File: src/rtl/featuremap_conv_sequencer.sv
// Sequencer for one conv2d feature-map layer: pops the channel FIFOs in lockstep, wraps the
// image in a one-pixel zero border, and trims the row-end wrap-around results from the datapath.
module featuremap_conv_sequencer #(
  parameter int DATA_WIDTH = 32,
  parameter int WIDTH      = 112,
  parameter int HEIGHT     = 112,
  parameter int NUM_CH     = 8
) (
  input  logic                         clk,
  input  logic                         rst,
  input  logic                         start,
  input  logic [NUM_CH*DATA_WIDTH-1:0] fifo_data,
  input  logic [NUM_CH-1:0]            fifo_empty,
  output logic                         fifo_rdreq,
  output logic [NUM_CH*DATA_WIDTH-1:0] pad_data,
  output logic                         pad_valid,
  input  logic [DATA_WIDTH-1:0]        conv_data,
  input  logic                         conv_valid,
  output logic [DATA_WIDTH-1:0]        out_data,
  output logic                         out_valid,
  output logic                         busy,
  output logic                         frame_done
);

  localparam int PRW = $clog2(HEIGHT + 2);
  localparam int PCW = $clog2(WIDTH + 2);
  localparam int ORW = $clog2(HEIGHT + 1);
  localparam logic [PRW-1:0] PROW_LAST = PRW'(HEIGHT + 1);
  localparam logic [PCW-1:0] PCOL_LAST = PCW'(WIDTH + 1);
  localparam logic [PCW-1:0] OCOL_DROP = PCW'(WIDTH);
  localparam logic [ORW-1:0] OROW_LAST = ORW'(HEIGHT - 1);

  typedef enum logic [1:0] {IDLE, RUN, DRAIN, DONE} state_t;

  state_t           state, state_next;
  logic [PRW-1:0]   prow;
  logic [PCW-1:0]   pcol;
  logic [PCW-1:0]   ocol;
  logic [ORW-1:0]   orow;
  logic             out_complete;
  logic             on_border, all_ready, emit, last_pos;
  logic             accept, keep_result, frame_complete;

  always_comb begin
    on_border      = (prow == '0) || (prow == PROW_LAST) || (pcol == '0) || (pcol == PCOL_LAST);
    all_ready      = &(~fifo_empty);
    emit           = (state == RUN) && (on_border || all_ready);
    last_pos       = (prow == PROW_LAST) && (pcol == PCOL_LAST);
    accept         = conv_valid && ((state == RUN) || (state == DRAIN));
    keep_result    = accept && (ocol < OCOL_DROP);
    frame_complete = accept && (ocol == PCOL_LAST) && (orow == OROW_LAST);
  end

  assign fifo_rdreq = (state == RUN) && !on_border && all_ready;
  assign busy       = (state == RUN) || (state == DRAIN);
  assign frame_done = (state == DONE);

  always_ff @(posedge clk or posedge rst) begin
    if (rst) state <= IDLE;
    else     state <= state_next;
  end

  always_comb begin
    state_next = state;
    case (state)
      IDLE:    if (start) state_next = RUN;
      RUN:     if (emit && last_pos) state_next = DRAIN;
      DRAIN:   if (out_complete || frame_complete) state_next = DONE;
      DONE:    state_next = IDLE;
      default: state_next = IDLE;
    endcase
  end

  // Raster position wraps back to (0,0) on the final emit, so the next frame starts clean.
  always_ff @(posedge clk or posedge rst) begin
    if (rst) begin
      prow <= '0;
      pcol <= '0;
    end else if (emit) begin
      if (pcol == PCOL_LAST) begin
        pcol <= '0;
        prow <= last_pos ? '0 : prow + 1'b1;
      end else begin
        pcol <= pcol + 1'b1;
      end
    end
  end

  always_ff @(posedge clk or posedge rst) begin
    if (rst) begin
      pad_valid <= 1'b0;
      pad_data  <= '0;
    end else begin
      pad_valid <= emit;
      pad_data  <= (emit && !on_border) ? fifo_data : '0;
    end
  end

  // The output grid is WIDTH+2 results wide; the last two per row are wrap-around garbage.
  always_ff @(posedge clk or posedge rst) begin
    if (rst) begin
      ocol <= '0;
      orow <= '0;
    end else if (accept) begin
      if (ocol == PCOL_LAST) begin
        ocol <= '0;
        orow <= (orow == OROW_LAST) ? '0 : orow + 1'b1;
      end else begin
        ocol <= ocol + 1'b1;
      end
    end
  end

  // Remembers a frame that finished before the input side reached DRAIN.
  always_ff @(posedge clk or posedge rst) begin
    if (rst)                 out_complete <= 1'b0;
    else if (state == DONE)  out_complete <= 1'b0;
    else if (frame_complete) out_complete <= 1'b1;
  end

  always_ff @(posedge clk or posedge rst) begin
    if (rst) begin
      out_valid <= 1'b0;
      out_data  <= '0;
    end else begin
      out_valid <= keep_result;
      if (keep_result) out_data <= conv_data;
    end
  end

endmodule
File: config.mk
export PLATFORM = sky130hd
export DESIGN_NAME = featuremap_conv_sequencer
export DESIGN_NICKNAME = d
export VERILOG_FILES = /design/src/rtl/featuremap_conv_sequencer.sv
export SDC_FILE = /design/constraint.sdc
export NUM_CORES = 1
export LEC_CHECK = 0
export CAP_MARGIN = 20
export CELL_PAD_IN_SITES_DETAIL_PLACEMENT = 0
export CELL_PAD_IN_SITES_GLOBAL_PLACEMENT = 1
export CORE_AREA = 4 4 230 232
export DETAILED_ROUTE_END_ITERATION = 16
export DIE_AREA = 0 0 234 236
export PLACE_DENSITY = 0.69
export SETUP_SLACK_MARGIN = 0.05
export SLEW_MARGIN = 10
export SYNTH_ARGS = -nofsm -noshare
export SYNTH_HDL_FRONTEND = slang
export SYNTH_SLANG_ARGS = --single-unit
File: constraint.sdc
create_clock -name clk -period 21.2 [get_ports clk]
set_clock_uncertainty 0.05 [all_clocks]
set_input_delay 4.24 -clock clk [delete_from_list [all_inputs] [get_ports clk]]
set_output_delay 4.24 -clock clk [all_outputs]
set_load 0.05 [all_outputs]
* Word-level counts from Yosys, hierarchy flattened
Cells that the tools add are included.
Word-level totals: bits in registers 321, input bits 300, output and inout port bits 293, logic and storage cells 62
Operators by class: add/subtract/negate cells 4, $lt $le $gt $ge 1, equality and inequality tests 10, muxes and demuxes 11, bitwise operators 1, reduce and logical (&&, ||, !) cells 25
Operators with widths (count):
- 256-bit 2-to-1 mux | 1
- 7-bit by 1-bit adder with 7-bit output, second input constant | 4
- 7-bit equality test, second input constant | 4
- 7-bit 2-to-1 mux | 4
- 7-bit zero test | 2
- 1-bit logical AND | 10
- 8-bit inverter | 1
- 2-bit case mux with 4 select lines | 1
- 8-bit AND reduction | 1
- 7-bit less-than comparator, second input constant | 1
- 1-bit logical OR | 6
- 2-bit 2-to-1 mux | 3
- 2-bit equality test, second input constant | 2
- 2-bit by 1-bit inequality test with 1-bit output, second input constant | 2
- 2-bit AND reduction | 2
- 3-bit AND reduction | 1
- 2-bit by 1-bit equality test with 1-bit output, second input constant | 1
- 2-bit zero test | 1
- 1-bit 2-to-1 mux | 2
- 2-bit inequality test, second input constant | 1
- 2-bit nonzero test | 1
- 1-bit zero test | 1

* Longest topological paths before layout
word-level depth 9, gate-level depth with buffers 9, gate-level depth less buffers 8

* Worst setup path before layout
No wires, ideal clock.
kind input to output, from in fifo_empty[0], to out fifo_rdreq, data arrival time 5.505 ns, slack 11.405 ns, stages 5, path through or4_1 > nor2_4 > nand2_2 > nor2_4 > buf_2
Between the ends: word-level cells in the longest chain between the ends 3
RTL lines:
- start, declared | RTL line 13 | input logic [NUM_CH-1:0] fifo_empty,
- 8-bit inverter | RTL line 46 | all_ready = &(~fifo_empty);
- 8-bit AND reduction | RTL line 46
- 1-bit logical AND | RTL line 54 | assign fifo_rdreq = (state == RUN) && !on_border && all_ready;
- end, declared | RTL line 14 | output logic fifo_rdreq,
No other way between the ends.

* Worst setup path in the final report
Ends and elaborated chain as after synthesis.

==> results.md <==
* Leak pwr at 8.70 nW
* Setup TNS at 0 ns
* Top sig layer: met5
* # DRC at 0
* Antenna Violating Nets Remaining at 0
* Die width at 234 um
* Clk root buf: clkbuf_16
* First-pass GRT wire length at 55.8 mm
* Worst vdd ir at 0.0575 mV
* Seq/Total Area, Yosys at 0.716
* Hold_sp: out_data[20]
* Critical-path maximum fanout at 12
* Share of cells above drive strength 1 at 0.0532
* Tot Pwr at about 1.7 mW
* Number of global-route vias before repair at 8923
* WP data arrival at 6.70 ns
* Final WL at 38.0 mm
* Via density per instance at 3.81
* Worst r2r src: prow[1]
* Row cnt at 83
* Yosys warnings at 0
* Post-synth EDFFs at 0
* Synth cell types at between 40 and 50
* Slew margin rel. at 0.377
* Core footprint at 0.0510 mm^2
* Synth Instances at about 860
* PwrDens at 89.3 mW/mm^2
* H-tree depth at 2
* Overflow after GRT at 0
* Vias at just over 8000
* Max-slew violation count at 0
* DRT iter0 DRCs at approximately 320
* Critical Path Sink Type: output pin
* Total CTS buffers at 38
* Final Util at 0.375
* Layout Nets at 1775
* Critical Path RT at ~17 ns
* Final Wtd Congestion at slightly below 0.8
* Drt first pass iters at 4
* RSZ-0062 raised after global routing: no
* Net Count, Synth at ~1200
* CTS tree: done
* Synthesis-to-layout area growth at 70.5%
* Worst Tran Pin Value at 0.935 ns
* Chip height at around 240 um
* Worst skew pair latency at 0.54 ns
* Largest net degree at the start of global routing at 121
* Yosys reg bits at 321
* Max Cap Viol at 0
* # hold bufs at CTS at 0
* DR WL met2 at approximately 18 mm
* Main synth FF type: dfrtp_1
* Die area at 0.0552 mm^2
* Sequential Area at 0.00803 mm^2
* Starting density of the core at 0.220
* GRT Total Usage at 0.133
* Reg-to-Reg End: pad_data[229]
* Hpwl dp at about 29 mm
* Hold WC Path Type: register to register
* Async set-reset flop share out of synthesis at 1.00
* Fin. Hold Viols at 0
* Fin crit share at 0.518
* Met1 WL at roughly 14 mm
* Most frequent cells in the layout: 592 x clkdlybuf4s50_1, 321 x dfrtp_1, 259 x and2_1, 113 x nand2_1, 39 x clkbuf_16
* CTS clk-pin slew, worst paths at 0.06 ns
* Post-synthesis cell area at 0.0112 mm^2
* Status: completed
* Placed Cells at 2100
* Initial antenna violation count at 7
* Multi-input logic area at 0.00292 mm^2
* Kind of critical path: primary input to output pin
* Reg2Reg Setup Slack at roughly 19 ns
* Worst Hold Depth at 2
* R2R cell count at 8
* Port-buffer cells at 592
* Routed len/inst at 17.5 um
* Avg Cell Area, Syn at 13.1 um^2
* Setup Buffers After CTS at 0
* Final Setup Violations at 0
* Max Buffers Root-to-Sink at 3
* Final Non-Filler Cells at 2168
* Startpoint type of the worst setup path: primary input
* Cts repair resizes at 0
* F_max at just over 90 MHz
* Num ports at 593
* Leading cell type in the layout, fill and taps excluded: clkdlybuf4s50_1
* CTS sink cnt at 321
* Fin crit period at 10.99 ns
* Metal3 WL at 4.70 mm
* # fillers at 4983
* Hold worst-path end: out_data[20]
final cells by class:
type                    count  area share
inverters                  13     0.00294
multi-input cells         486       0.153
clock inverters             8     0.00621
clock buffers              56      0.0580
diodes                      2    0.000262
well taps                 680      0.0445
repair buffers            602       0.315
flip-flops and latches    321       0.420
worst max-delay path by stage:
stage / startpoint / to / slack (ns)
2_1_floorplan: rst / ocol[0] / 8.03
3_3_place_gp: fifo_empty[0] / fifo_rdreq / 9.49
3_5_place_dp: fifo_empty[0] / fifo_rdreq / 10.15
4_1_cts: fifo_empty[0] / fifo_rdreq / 10.14
5_1_grt: fifo_empty[1] / fifo_rdreq / 10.08
6_report: fifo_empty[0] / fifo_rdreq / 10.21
worst max-delay path: stages:
cell and delay [ns]:
clkdlybuf4s50_1 0.39, or4_1 0.57, nor2_4 0.20, nand2_2 0.09, nor2_4 0.33, clkdlybuf4s50_1 0.88
cells in the mapped netlist (3+ instances only):
master | instances | area, um^2
buf_6 | 5 | 56.3
nand3_1 | 5 | 25.0
mux2_2 | 6 | 67.6
o21ai_0 | 12 | 60.1
nor4_1 | 3 | 18.8
clkbuf_1 | 7 | 26.3
xnor2_1 | 4 | 35.0
and2_1 | 259 | 1620
dfrtp_1 | 321 | 8030
a21oi_1 | 3 | 15.0
nand2_1 | 113 | 424
inv_1 | 13 | 48.8
a31oi_1 | 5 | 31.3
and3_1 | 6 | 37.5
nor2_1 | 11 | 41.3
nand2b_1 | 3 | 18.8
ha_1 | 13 | 163
clkbuf_2 | 20 | 100
o211ai_1 | 3 | 22.5
nand4_1 | 6 | 37.5
nor3_1 | 3 | 15.0
buf_2 | 4 | 20.0
per-stage QoR:
stage	hold WS (ns)	worst slack (ns)	cell area, um^2
4_1_cts	0.427	10.14	19100
2_1_floorplan	0.408	8.03	11200
3_5_place_dp	0.412	10.15	17900
6_report	0.423	10.21	19100
5_1_grt	0.441	10.08	19100
3_3_place_gp	0.406	9.49	17800
where the power goes:
| part | total [mW] | internal (mW) | switching (mW) |
|---|---|---|---|
| sequential | 0.686 | 0.657 | 0.0292 |
| combinational | 0.379 | 0.150 | 0.229 |
| clock | 0.643 | 0.387 | 0.256 |
flip-flops by register name (all words and copies together), names as in the netlist:
| name | cells |
|---|---|
| pcol | 7 |
| pad_data | 256 |
| pad_valid | 1 |
| state | 2 |
| out_data | 32 |
| out_complete | 1 |
| ocol | 7 |
| prow | 7 |
| orow | 7 |
| out_valid | 1 |
layer usage:
| metal | up-vias | global-route usage |
|---|---|---|
| li1 | 3898 | - |
| met1 | 3905 | 0.146 |
| met2 | 404 | 0.222 |
| met3 | 57 | 0.0688 |
| met4 | 6 | 0.0412 |
| met5 | - | 0 |
cells by family after synthesis:
group                      count (synthesis)  share of synthesized area
AOI/OAI and AO/OA                         38                     0.0234
adders and majority gates                 13                     0.0145
and+or+nand+nor                          421                      0.210
xor gates and xnor gates                   6                    0.00468
muxes                                      8                    0.00781
buffers and inverters                     52                     0.0238
DFF                                      321                      0.716
Note: power is estimated with default switching activity, not from simulation.
